### src/rtl/crc12_framer_if.sv
// Byte-stream handshake bundle shared by the framer's upstream and downstream ports.
interface crc12_framer_if;
    logic       valid;
    logic       ready;
    logic [7:0] data;
    logic       last;

    modport master (output valid, output data, output last, input ready);
    modport slave  (input valid, input data, input last, output ready);
endinterface

### src/rtl/crc12_framer.sv
// CRC-12 (poly 0x80F, init 0xFFF) transmit framer: passes payload through and appends CRC hi/lo.
// Optional frame statistics counter enabled by defining CRC12_FRAMER_STATS_EN.
module crc12_framer #(
    parameter int unsigned MAX_LEN = 1024
) (
    input  logic                  clk,
    input  logic                  arst,
    crc12_framer_if.slave         s,
    crc12_framer_if.master        m,
    output logic                  busy,
    output logic                  err_len,
    output logic [15:0]           frame_count
);

    typedef enum logic [1:0] {StIdle, StData, StCrcHi, StCrcLo} state_e;

    state_e      state_q;
    logic [11:0] crc_q;
    logic [11:0] crc_step;
    logic [15:0] count_q;
    logic        m_valid_q;
    logic        m_last_q;
    logic [7:0]  m_data_q;
    logic        out_free;
    logic        accept;
    logic        hit_max;
    logic        end_frame;
    logic        lo_taken;

    function automatic logic [11:0] crc12_byte(input logic [11:0] crc_in, input logic [7:0] d);
        logic [11:0] c;
        logic        fb;
        c = crc_in;
        for (int i = 0; i < 8; i++) begin
            fb = c[11] ^ d[i];
            c  = {c[10:0], 1'b0} ^ (fb ? 12'h80F : 12'h000);
        end
        return c;
    endfunction

    assign out_free  = !m_valid_q || m.ready;
    assign s.ready   = ((state_q == StIdle) || (state_q == StData)) && out_free && !arst;
    assign accept    = s.valid && s.ready;
    assign hit_max   = (({16'h0000, count_q} + 32'd1) == MAX_LEN);
    assign end_frame = s.last || hit_max;
    assign crc_step  = crc12_byte(crc_q, s.data);
    assign lo_taken  = m_valid_q && m.ready && m_last_q;

    assign m.valid = m_valid_q;
    assign m.data  = m_data_q;
    assign m.last  = m_last_q;

    always_ff @(posedge clk or posedge arst) begin
        if (arst) begin
            state_q   <= StIdle;
            crc_q     <= 12'hFFF;
            count_q   <= 16'h0000;
            m_valid_q <= 1'b0;
            m_data_q  <= 8'h00;
            m_last_q  <= 1'b0;
            busy      <= 1'b0;
            err_len   <= 1'b0;
        end else begin
            err_len <= 1'b0;
            if (m_valid_q && m.ready) begin
                m_valid_q <= 1'b0;
            end
            if (lo_taken) begin
                busy <= 1'b0;
            end
            unique case (state_q)
                StIdle, StData: begin
                    if (accept) begin
                        m_data_q  <= s.data;
                        m_valid_q <= 1'b1;
                        m_last_q  <= 1'b0;
                        crc_q     <= crc_step;
                        count_q   <= count_q + 16'd1;
                        // A new frame may start in the cycle the previous CRC low byte leaves.
                        busy      <= 1'b1;
                        if (end_frame) begin
                            state_q <= StCrcHi;
                            err_len <= !s.last;
                        end else begin
                            state_q <= StData;
                        end
                    end
                end
                StCrcHi: begin
                    if (out_free) begin
                        m_data_q  <= {4'h0, crc_q[11:8]};
                        m_valid_q <= 1'b1;
                        m_last_q  <= 1'b0;
                        state_q   <= StCrcLo;
                    end
                end
                StCrcLo: begin
                    if (out_free) begin
                        m_data_q  <= crc_q[7:0];
                        m_valid_q <= 1'b1;
                        m_last_q  <= 1'b1;
                        crc_q     <= 12'hFFF;
                        count_q   <= 16'h0000;
                        state_q   <= StIdle;
                    end
                end
                default: state_q <= StIdle;
            endcase
        end
    end

`ifdef CRC12_FRAMER_STATS_EN
    logic [15:0] frame_count_q;

    always_ff @(posedge clk or posedge arst) begin
        if (arst) begin
            frame_count_q <= 16'h0000;
        end else if (lo_taken) begin
            frame_count_q <= frame_count_q + 16'd1;
        end
    end

    assign frame_count = frame_count_q;
`else
    assign frame_count = 16'h0000;
`endif

endmodule

### src/flat_wrapper.sv
// flat-port wrapper written by rule: the top's interface ports become plain ports
module crc12_framer_flat 
#(
    parameter int unsigned MAX_LEN = 1024
)
  (clk, arst, busy, err_len, frame_count, s_valid, s_data, s_last, s_ready, m_valid, m_data, m_last, m_ready);
  crc12_framer_if s_i ();
  crc12_framer_if m_i ();
  input  logic clk;
  input  logic arst;
  output logic busy;
  output logic err_len;
  output logic [15:0] frame_count;
  input wire logic [$bits(s_i.valid)-1:0] s_valid;
  input wire logic [$bits(s_i.data)-1:0] s_data;
  input wire logic [$bits(s_i.last)-1:0] s_last;
  output wire logic [$bits(s_i.ready)-1:0] s_ready;
  output wire logic [$bits(m_i.valid)-1:0] m_valid;
  output wire logic [$bits(m_i.data)-1:0] m_data;
  output wire logic [$bits(m_i.last)-1:0] m_last;
  input wire logic [$bits(m_i.ready)-1:0] m_ready;
  assign s_i.valid = s_valid;
  assign s_i.data = s_data;
  assign s_i.last = s_last;
  assign s_ready = s_i.ready;
  assign m_valid = m_i.valid;
  assign m_data = m_i.data;
  assign m_last = m_i.last;
  assign m_i.ready = m_ready;
  crc12_framer #(.MAX_LEN(MAX_LEN)) u_core (.clk(clk), .arst(arst), .s(s_i), .m(m_i), .busy(busy), .err_len(err_len), .frame_count(frame_count));
endmodule
### config.mk
export PLATFORM = sky130hd
export DESIGN_NAME = crc12_framer_flat
export DESIGN_NICKNAME = d
export VERILOG_FILES = /design/src/rtl/crc12_framer_if.sv /design/src/rtl/crc12_framer.sv /design/src/flat_wrapper.sv
export SDC_FILE = /design/constraint.sdc
export NUM_CORES = 1
export LEC_CHECK = 0
export BUFFER_PORTS_ARGS = -buffer_cell sky130_fd_sc_hd__buf_4
export CAP_MARGIN = 15
export CORE_ASPECT_RATIO = 1.5
export CORE_UTILIZATION = 57
export CTS_CLUSTER_DIAMETER = 100
export DETAILED_ROUTE_END_ITERATION = 6
export HOLD_SLACK_MARGIN = 0.05
export PLACE_DENSITY = 0.81
export SYNTH_ARGS = -nofsm -noshare
export SYNTH_HDL_FRONTEND = slang
export SYNTH_SLANG_ARGS = --single-unit
### constraint.sdc
create_clock -name clk -period 5.25 [get_ports clk]
set_input_delay 0.525 -clock clk [delete_from_list [all_inputs] [get_ports clk]]
set_output_delay 0.525 -clock clk [all_outputs]
set_load 0.02 [all_outputs]
==> summary.md <==
| Metric | Value |
|---|---|
| Cell variety after synth | `41` |
| Status | `finished clean` |
| Root Driver | `clkbuf_8` |
| Rel. slew slack | `a little under a third` |
| Clk pwr share | `14.5%` |
| Max Root-Sink Buffers | `2` |
| Max Clk Rate | `370 MHz` |
| Vias | `1980` |
| Synthesized area | `2490 um2` |
| Insertion delay to the later sink of the worst-skew pair | `290 ps` |
| Nets@finish | `313` |
| 1st-pass router iterations | `4` |
| Synth Register Bits | `42` |
| Crit Path Category | `reg -> reg` |
| Setup Fix Bufs, Post-CTS | `0` |
| Reg clk slew, reported paths | `80 ps` |
| RSZ-0062 raised after global routing | `no` |
| Hold WC Path Type | `in -> async` |
| Die W | `56.0 um` |
| Area occupied by multi-input gates | `1300 um2` |
| Antenna Nets Post-Route | `0` |
| Max Slew Vio Count | `0` |
| Data required, critical path | `about 5400 ps` |
| Sequential area share after synthesis | `42.7%` |
| Crit-path max FO | `25` |
| Final setup vio count | `0` |
| Area of the die | `around 4700 um2` |
| Worst r2r path cells | `5` |
| Inserted Diodes | `0` |
| Worst vdd ir | `342 uV` |
| Synth Area in XOR/XNOR | `9.48%` |
| DP HPWL | `3680 um` |
| Critical-path top delay cell | `a21oi_1` |
| Congestion Overflow GR | `0` |
| Leakage power | `1.17 nW` |
| Drt drc | `0` |
| PostCTS Resize Cnt | `0` |
| Synthesized area per cell | `8.94 um2` |
| Dominant synthesized flop cell | `dfrtp_1` |
| Inserted Clock Buffers | `5` |
| Antenna violations before repair | `0` |
| Register share of total power | `39.8%` |
| Commonest cells in the netlist | `o21ai_0 (44), nand2_1 (32), dfrtp_1 (30), xnor2_1 (21), buf_4 (16)` |
| GP Congestion | `about 0.86` |
| Initial drt markers | `40` |
| Worst slew pin tran | `1030 ps` |
| Post-Synth Simple-Gate Area | `20.3%` |
| Crit path launch type | `flip-flop` |
| Ranking of synthesized cells by area | `dfrtp_1 (30%), dfstp_2 (13%), o21ai_0 (8.8%)` |
| Fraction of synthesized area in multiplexers | `between 2 and 2.5%` |
| Layout cells sized above 1 | `around a fifth` |
| Clock Skew | `3.91 ps` |
| Sw frac | `41.9%` |
| Final period utilization | `51.5%` |
| Vias/cell | `5.72` |
| Cts hold-fix bufs | `0` |
| Flop2flop setup slack | `2550 ps` |
| Core area | `4210 um2` |
| Sw power | `0.000628 W` |
| CTS tree | `yes` |
| Setup crit end kind | `flip-flop` |
| Clock sink total | `42` |
| Int Power | `0.000870 W` |
| Initial core utilization | `59.3%` |
| Area leader, netlist | `dfrtp_1` |
| Final WL | `5000 um` |
| Post-layout min period | `2700 ps` |
| Die H | `83.0 um` |
| Crit Reg-Reg Endpoint | `u_core.m.data[7]` |
| Slowest cell delay on critical path | `810 ps` |
| H-tree depth | `2` |
| I/O pin total | `42` |
| Area grow syn2layout | `9.53%` |
| Endpoints failing hold | `0` |
| Worst path cell trace | `nor3_1 -> and2_1 -> buf_4 -> a21oi_1 -> o21ai_0` |
| EDFF count, synth | `0` |
| Vias in the first global route | `1864` |
| Worst r2r src | `u_core.state_q[1]` |
| Worst Path Arrival | `~2800 ps` |
| Place WS | `2570 ps` |
| Power per cell area | `548 nW/um2` |
| Comb pwr share | `a little under half` |
| Post-Route Utilization | `64.9%` |
| Pin count of the biggest net entering global routing | `29` |
| First-pass GRT wire length | `approximately 8600 um` |
| Main combinational cell family by area after synthesis | `simple AND/OR/NAND/NOR gates` |
| Register area | `1070 um2` |
| Cells after Synth | `279` |
| Top cell type's share of synthesized area | `30.1%` |
| Gr usage total | `between 20% and 30%` |
| Number of port buffers | `25` |
| MaxCap Viol Count | `0` |
| DR WL/cell | `14.4 um` |
| Top-count cell post-synth | `o21ai_0` |
| Crit path setup slack, layout | `2550 ps` |
| FILL cells | `355` |
| Cell Rows | `29` |
| Ys Warns | `0` |
| Compound-cell area share of the yosys netlist | `17.3%` |
| Adder-Cell Fraction of Synth Area | `0.502%` |
| Ys async rst share | `100%` |
| Total negative slack | `0 ps` |
## per-stage QoR
stage	cell area, um2	power, W	cells	hold WS (ps)
after global placement	2640	0.00126	338	463
after global routing	2730	0.00161	346	328
final	2730	0.00150	346	280
after CTS	2730	0.00151	346	298
after detailed placement	2640	0.00128	338	470
after floorplan	2550	0.00111	294	460
## flip-flops by register name, indices dropped and copies added, names as in the netlist
signal,flops
u_core.m.data,8
u_core.state_q,2
u_core.busy,1
u_core.m.valid,1
u_core.count_q,16
u_core.crc_q,12
u_core.m.last,1
u_core.err_len,1
## critical path, delay by kind of cell (launching register included)
kind / cells / cell delay (ps)
compound gates: 2 / 1040
buf+inv: 1 / 250
flops: 1 / 760
simple gates: 2 / 490
## cell type report
| cell class | instances | area share, % |
|---|---|---|
| repair buffers | 27 | 7.42 |
| multi-input cells | 220 | 47.6 |
| inverters | 3 | 0.412 |
| well taps | 46 | 2.11 |
| flip-flops and latches | 42 | 39.0 |
| clock inverters | 2 | 0.458 |
| clock buffers | 6 | 3.02 |
## power groups by stage
stage | sequential (W) | clock [W] | combinational [W]
6_report | 0.000596 | 0.000217 | 0.000684
2_1_floorplan | 0.000599 | 0 | 0.000513
3_5_place_dp | 0.000600 | 0 | 0.000685
5_1_grt | 0.000618 | 0.000234 | 0.000755
3_3_place_gp | 0.000595 | 0 | 0.000668
4_1_cts | 0.000595 | 0.000225 | 0.000689
## logic make-up (layout without fill, tap and decap cells)
group                      Yosys count  in the layout
xor gates and xnor gates            27             27
DFF                                 42             42
and+or+nand+nor                     94             94
AOI/OAI and AO/OA                   77             77
other                                1             16
muxes                                5              5
adders and majority gates            1              1
buffers and inverters               32             38
## metal layers
layer / up-vias / track usage (%) / wire, um
li1: 981 / - / -
met1: 938 / 27.5 / 2060
met2: 56 / 43.0 / 2680
met3: 5 / 3.58 / 205
met4: 0 / 5.99 / 52
met5: - / 0 / 0
## worst max path at each step
stage,end,slack (ps),start
after floorplan,u_core.count_q[12],3090,u_core.m.valid
after global placement,u_core.m.data[3],2670,u_core.state_q[1]
after detailed placement,u_core.m.data[0],2570,u_core.state_q[1]
after CTS,u_core.m.data[7],2550,u_core.state_q[1]
after global routing,u_core.m.data[4],2250,u_core.state_q[1]
final,u_core.m.data[7],2550,u_core.state_q[1]
## cell usage in the layout, fill, tap and decap left out, types with 8 or more instances in the layout
master   instances
dfrtp_1         30
xnor2_1         21
nor3_1          10
o31ai_1          8
nand2_1         32
o21ai_0         44
nand3_1         10
a21oi_1         15
buf_4           27
dfstp_2         12
conb_1          16
nor2_1          12
(Power assumes the default switching activity.)
